--- config.mk ---
export PLATFORM = sky130hd
export DESIGN_NAME = seq_mult_ctrl_flat
export DESIGN_NICKNAME = d
export VERILOG_FILES = /design/src/rtl/seq_mult_ctrl_if.sv /design/src/rtl/seq_mult_ctrl.sv /design/src/flat_wrapper.sv
export SDC_FILE = /design/constraint.sdc
export NUM_CORES = 1
export LEC_CHECK = 0
export ABC_AREA = 1
export ABC_CLOCK_PERIOD_IN_PS = 3060
export CAP_MARGIN = 20
export CORE_MARGIN = 4
export CORE_UTILIZATION = 60
export DETAILED_ROUTE_END_ITERATION = 7
export PLACE_DENSITY = 0.84
export SYNTH_ARGS = -nofsm -noshare
export SYNTH_HDL_FRONTEND = slang
export SYNTH_SLANG_ARGS = --single-unit
--- constraint.sdc ---
create_clock -name clk -period 3.06 [get_ports clk]
set_input_delay 0.765 -clock clk [delete_from_list [all_inputs] [get_ports clk]]
set_output_delay 0.765 -clock clk [all_outputs]
set_load 0.1 [all_outputs]
--- src/rtl/seq_mult_ctrl_if.sv ---
// Operand/result handshake bundle for the sequential multiplier controller.
// Producer side drives operands and out_ready; the controller drives the rest.
// WIDTH must match the controller instance it connects to.
interface seq_mult_ctrl_if #(
  parameter int WIDTH = 32
);
  logic               in_valid;
  logic               in_ready;
  logic [WIDTH-1:0]   in_a;
  logic [WIDTH-1:0]   in_b;
  logic               out_valid;
  logic               out_ready;
  logic [2*WIDTH:0]   out_product;
  logic               busy;

  modport master (
    output in_valid, in_a, in_b, out_ready,
    input  in_ready, out_valid, out_product, busy
  );

  modport slave (
    input  in_valid, in_a, in_b, out_ready,
    output in_ready, out_valid, out_product, busy
  );
endinterface

--- src/rtl/seq_mult_ctrl.sv ---
// Shift-add controller for an unsigned WIDTH x WIDTH multiply reusing one accumulate adder.
// Latency: WIDTH RUN cycles from accept to out_valid (fewer with EARLY_EXIT for small in_b).
// Backpressure: result held in DONE until out_ready; no operands accepted until it drains.
module seq_mult_ctrl #(
  parameter int WIDTH      = 32,
  parameter bit EARLY_EXIT = 1'b0
) (
  input logic            clk,
  input logic            rst_n,
  seq_mult_ctrl_if.slave bus
);

  localparam int CW = $clog2(WIDTH);

  localparam logic [1:0] S_IDLE = 2'd0;
  localparam logic [1:0] S_RUN  = 2'd1;
  localparam logic [1:0] S_DONE = 2'd2;

  localparam logic [CW-1:0] CNT_LAST = CW'(WIDTH - 1);

  logic [1:0]         state;
  logic [2*WIDTH:0]   acc;
  logic [2*WIDTH-1:0] mcand;
  logic [WIDTH-1:0]   mplier;
  logic [CW-1:0]      cnt;

  logic [2*WIDTH:0]   acc_sum;
  logic [WIDTH-1:0]   mplier_nxt;
  logic               last_iter;

  // One shared adder plus the termination test for the current RUN step.
  always_comb begin
    acc_sum    = acc + {1'b0, mcand};
    mplier_nxt = mplier >> 1;
    last_iter  = (cnt == CNT_LAST) || (EARLY_EXIT && (mplier_nxt == '0));
  end

  // Control FSM and datapath registers; reset aborts any operation in flight.
  always_ff @(posedge clk or negedge rst_n) begin
    if (!rst_n) begin
      state  <= S_IDLE;
      acc    <= '0;
      mcand  <= '0;
      mplier <= '0;
      cnt    <= '0;
    end else begin
      case (state)
        S_IDLE: begin
          if (bus.in_valid) begin
            mcand  <= {{WIDTH{1'b0}}, bus.in_a};
            mplier <= bus.in_b;
            acc    <= '0;
            cnt    <= '0;
            state  <= S_RUN;
          end
        end
        S_RUN: begin
          if (mplier[0]) begin
            acc <= acc_sum;
          end
          mcand  <= mcand << 1;
          mplier <= mplier_nxt;
          cnt    <= cnt + CW'(1);
          if (last_iter) begin
            state <= S_DONE;
          end
        end
        S_DONE: begin
          if (bus.out_ready) begin
            state <= S_IDLE;
          end
        end
        default: state <= S_IDLE;
      endcase
    end
  end

  assign bus.in_ready    = (state == S_IDLE);
  assign bus.out_valid   = (state == S_DONE);
  assign bus.out_product = acc;
  assign bus.busy        = (state != S_IDLE);

endmodule

--- src/flat_wrapper.sv ---
// flat-port wrapper written by rule: the top's interface ports become plain ports
module seq_mult_ctrl_flat 
#(
  parameter int WIDTH      = 32,
  parameter bit EARLY_EXIT = 1'b0
)
  (clk, rst_n, bus_in_valid, bus_in_a, bus_in_b, bus_out_ready, bus_in_ready, bus_out_valid, bus_out_product, bus_busy);
  seq_mult_ctrl_if #(.WIDTH(WIDTH)) bus_i ();
  input logic clk;
  input logic rst_n;
  input wire logic [$bits(bus_i.in_valid)-1:0] bus_in_valid;
  input wire logic [$bits(bus_i.in_a)-1:0] bus_in_a;
  input wire logic [$bits(bus_i.in_b)-1:0] bus_in_b;
  input wire logic [$bits(bus_i.out_ready)-1:0] bus_out_ready;
  output wire logic [$bits(bus_i.in_ready)-1:0] bus_in_ready;
  output wire logic [$bits(bus_i.out_valid)-1:0] bus_out_valid;
  output wire logic [$bits(bus_i.out_product)-1:0] bus_out_product;
  output wire logic [$bits(bus_i.busy)-1:0] bus_busy;
  assign bus_i.in_valid = bus_in_valid;
  assign bus_i.in_a = bus_in_a;
  assign bus_i.in_b = bus_in_b;
  assign bus_i.out_ready = bus_out_ready;
  assign bus_in_ready = bus_i.in_ready;
  assign bus_out_valid = bus_i.out_valid;
  assign bus_out_product = bus_i.out_product;
  assign bus_busy = bus_i.busy;
  seq_mult_ctrl #(.WIDTH(WIDTH), .EARLY_EXIT(EARLY_EXIT)) u_core (.clk(clk), .rst_n(rst_n), .bus(bus_i));
endmodule
Word-level counts from Yosys, hierarchy flattened
Cells that the tools add are included.
- reductions and logical operators: 6
- add/sub/neg operators: 2
- multiplexer cells: 13
- eq/ne operators: 7
- operators with widths (kind ; number):
    2-to-1 mux 65 bit ; 2
    case mux 65 bit (2 select lines) ; 1
    case mux 64 bit (2 select lines) ; 1
    adder 65 x 64 -> 65 bit ; 1
    2-to-1 mux 64 bit ; 1
    case mux 32 bit (2 select lines) ; 1
    2-to-1 mux 32 bit ; 1
    case mux 5 bit (2 select lines) ; 1
    2-to-1 mux 2 bit ; 3
    case mux 2 bit (3 select lines) ; 1
    AND reduction 3 bit ; 2
    adder 5 x 1 -> 5 bit, second input constant ; 1
    equality test 5 bit, second input constant ; 1
    2-to-1 mux 5 bit ; 1
    != test 2 x 1 -> 1 bit, second input constant ; 2
    != test 2 bit, second input constant ; 2
    nonzero test 2 bit ; 2
    equality test 2 x 1 -> 1 bit, second input constant ; 1
    equality test 2 bit, second input constant ; 1
    zero test 2 bit ; 1
    AND reduction 2 bit ; 1
- register bits after elaboration: 168
- input bits: 68
- output and inout bits: 68
- logic and storage cells: 33

Depth between registers and ports, before layout
- depth in word-level cells: 3
- depth in mapped cells: 17

Worst setup path before layout
No wires, ideal clock.
- path type: reg-to-output
- from: register u_core.state[1]
- to: output bus_busy
- stages on the path, launching flop included: 3
- slack: -0.393 ns
- arrival: 2.688 ns
- path through: dfrtp_1 -> nor2_1 -> inv_1
- cells in the longest elaborated chain, start to end: 1
- ends and longest elaborated chain (what ; RTL line ; text):
    start: declaration ; seq_mult_ctrl.sv:21 ; logic [1:0] state;
    start signal: assignment ; seq_mult_ctrl.sv:41 ; state <= S_IDLE;
    start signal: assignment ; seq_mult_ctrl.sv:54 ; state <= S_RUN;
    start signal: assignment ; seq_mult_ctrl.sv:65 ; state <= S_DONE;
    nonzero test 2 bit ; seq_mult_ctrl.sv:81 ; assign bus.busy = (state != S_IDLE);
    end: declaration ; flat_wrapper.sv:18 ; output wire logic [$bits(bus_i.busy)-1:0] bus_busy;
No other way between the ends.

Final worst setup path
- from: register u_core.acc[0], in the netlist u_core.bus.out_product[0]
- to: register u_core.acc[44], in the netlist u_core.bus.out_product[44]
- cells in the longest elaborated chain, start to end: 3
- ends and longest elaborated chain (what ; RTL line ; text):
    start: declaration ; seq_mult_ctrl.sv:22 ; logic [2*WIDTH:0] acc;
    start signal: assignment ; seq_mult_ctrl.sv:59 ; acc <= acc_sum;
    adder 65 x 64 -> 65 bit ; seq_mult_ctrl.sv:33 ; acc_sum = acc + {1'b0, mcand};
    2-to-1 mux 65 bit ; seq_mult_ctrl.sv:58 ; if (mplier[0]) begin
    case mux 65 bit (2 select lines) ; seq_mult_ctrl.sv:47 ; case (state)
No other way between the ends. The select of a mux whose other input is x is not followed.
A chain may end at the register's enable or synchronous reset.

==> impl_metrics.json <==
{
  "tritoncts": "done",
  "n_antenna_cell": 0,
  "period_share": 0.873,
  "syn_area_um2": 12700,
  "yosys-top-cells-area": "dfrtp_1 (33%), nand2_1 (23%), inv_1 (12%)",
  "ys_warn_count": 0,
  "worst-path-max-fanout": 4,
  "gp_congestion": 0.991,
  "maxCapViolations": 0,
  "fin_area_um2": 14800,
  "hpwl_um": 31600,
  "drc_errors": 0,
  "worstSetupPathType": "reg -> reg",
  "worst_r2r_endpoint": "u_core.bus.out_product[44]",
  "cts_max_level": 4,
  "hold_viol_final": 0,
  "final_util": 0.705,
  "drive_above_1_share": 0.0737,
  "seq_area_frac_synth": 0.330,
  "syn_avg_cell_area_um2": 6.32,
  "die_area_um2": 23600,
  "synthCells": 2015,
  "end_kind": "flop",
  "core_um2": 21000,
  "via_per_inst": 5.46,
  "synth-seq-cells": 168,
  "grt_pass1_vias": 12700,
  "rsz0062_at_grt": "no",
  "area_delta_synth_final_pct": 16.0,
  "cp_data_required_time_ns": 3.39,
  "totalWireLength_um": 40500,
  "clk_latency_ns": 0.45,
  "holdCritPathClass": "in -> async",
  "antenna_left": 0,
  "start_util": 0.608,
  "drtPass1Iterations": 8,
  "drt_iter0_markers": 1232,
  "synth.most_common_cell": "nand2_1",
  "grt_max_degree": 81,
  "slew_headroom": 0.515,
  "netlist_top_cells_count": "nand2_1 (791), inv_1 (401), dfrtp_1 (168)",
  "cts_sinks": 168,
  "pin_count": 136,
  "clk_pin_slew_ns": 0.08,
  "finalSetupViolCount": 0,
  "yosysUniqueCellTypes": 36,
  "antenna_found_initial": 0,
  "track_usage": 0.343,
  "worstMarginPinSlew_ns": 0.727,
  "clock_path_buffers": 2,
  "cts_root_buf": "clkbuf_16",
  "numCtsBuffers": 17,
  "synth_fp_nets": 2150,
  "r2r-start": "u_core.bus.out_product[0]",
  "fin_nets": 2267,
  "hold_buffers": 0,
  "num_rows": 53,
  "r2r_slack_ns": 0.39,
  "async_flop_share": 1.00,
  "wl_per_cell_um": 16.7,
  "run_status": "complete, no violations",
  "ys.flop_type": "dfrtp_1",
  "fillers": 1862,
  "fp.dieW_um": 154,
  "synth.top_cell.area_share": 0.330,
  "finClkSkew_ns": 0.0208,
  "crit_path_start_kind": "flop",
  "cts_resized": 0,
  "setup_tns_ns": 0,
  "die_y_um": 154,
  "reg2reg_depth": 17,
  "synth.largest_area_cell": "dfrtp_1",
  "synth_edf_count": 0,
  "worstPathArrival_ns": 3.01,
  "max_freq_ghz": 0.374,
  "vias": 13200,
  "slew_violations": 0,
  "min_period_ns": 2.67,
  "portBuffers": 135,
  "grt_overflow": 0,
  "grt_pass1_wl_um": 64900,
  "post-cts-setup-buffers": 0,
  "place_area_um2": 14200
}
[worst max-delay path: stages, from the launching register on]
cell     delay [ns]
dfrtp_1        0.40
ha_1           0.27
inv_1          0.08
fa_1           0.35
inv_1          0.13
nand2_1        0.09
nand2_1        0.10
nand3_1        0.09
nand2_2        0.12
nand2_1        0.07
nand2_1        0.18
nand2_1        0.08
nand2_1        0.20
nand2_1        0.14
nand2_1        0.08
nand2_1        0.04
nand3_1        0.07
nand2_1        0.05
[how the worst max path moves through the flow]
stage | endpoint | cells past startpoint | start | slack (ns)
floorplan | bus_busy | 2 | u_core.state[1] | 0.31
global placement | u_core.bus.out_product[44] | 17 | u_core.bus.out_product[0] | 0.53
detailed placement | u_core.bus.out_product[44] | 17 | u_core.bus.out_product[0] | 0.47
CTS | u_core.bus.out_product[44] | 17 | u_core.bus.out_product[0] | 0.44
global route | u_core.bus.out_product[44] | 17 | u_core.bus.out_product[0] | 0.22
finish | u_core.bus.out_product[44] | 17 | u_core.bus.out_product[0] | 0.39
[per-stage QoR]
stage	std cells	setup slack [ns]	hold WS (ns)
3_3_place_gp	2388	0.529	0.486
3_5_place_dp	2388	0.473	0.485
4_1_cts	2419	0.440	0.293
2_1_floorplan	2015	0.305	0.457
5_1_grt	2419	0.219	0.319
6_report	2419	0.387	0.277
[routing by layer]
layer,part of all wire,global-route usage
met2,0.44,0.536
met1,0.43,0.479
met5,0,0
met4,0.021,0.0883
met3,0.11,0.0867
[state kept, by name, summed over array words and instances (netlist names)]
name / flops
u_core.mcand: 64
u_core.cnt: 5
u_core.mplier: 32
u_core.state: 2
u_core.bus.out_product: 65
[cells in the final DEF (no fill, tap or decap), types with 9 or more instances in the layout]
master,synthesis,final
inv_1,401,401
nor2_1,105,104
nand2_1,791,791
o211ai_1,62,62
nor2_2,9,9
o22ai_1,32,32
dfrtp_1,168,168
clkbuf_16,0,17
clkdlybuf4s50_1,0,66
nor3_1,11,11
o21ai_0,89,89
nand2_2,15,14
nand3_1,71,71
buf_4,9,73
nand3b_1,18,18
a21oi_1,68,68
ha_1,66,66
o21ai_1,12,12
[kinds of logic after synthesis]
group	after synthesis	share of synthesized area
adder cells (fa/ha/maj)	67	0.0664
flip-flops	168	0.330
AND/OR/NAND/NOR	1046	0.336
XOR/XNOR	6	0.00413
buffers and inverters	455	0.138
AO/OA/AOI/OAI	273	0.125
[layout make-up]
type,instances,area (um2),area share
inverter,408,1530,0.104
sequential,168,4200,0.285
multi-input combinational,1392,6780,0.459
clock inverter,14,155,0.0105
tap,275,344,0.0233
clock buffer,17,425,0.0288
timing repair buffer,145,1320,0.0894
Power is left out: the tool's default activity adds up to more than one toggle a clock period on the data nets, which glitch-free logic cannot reach.
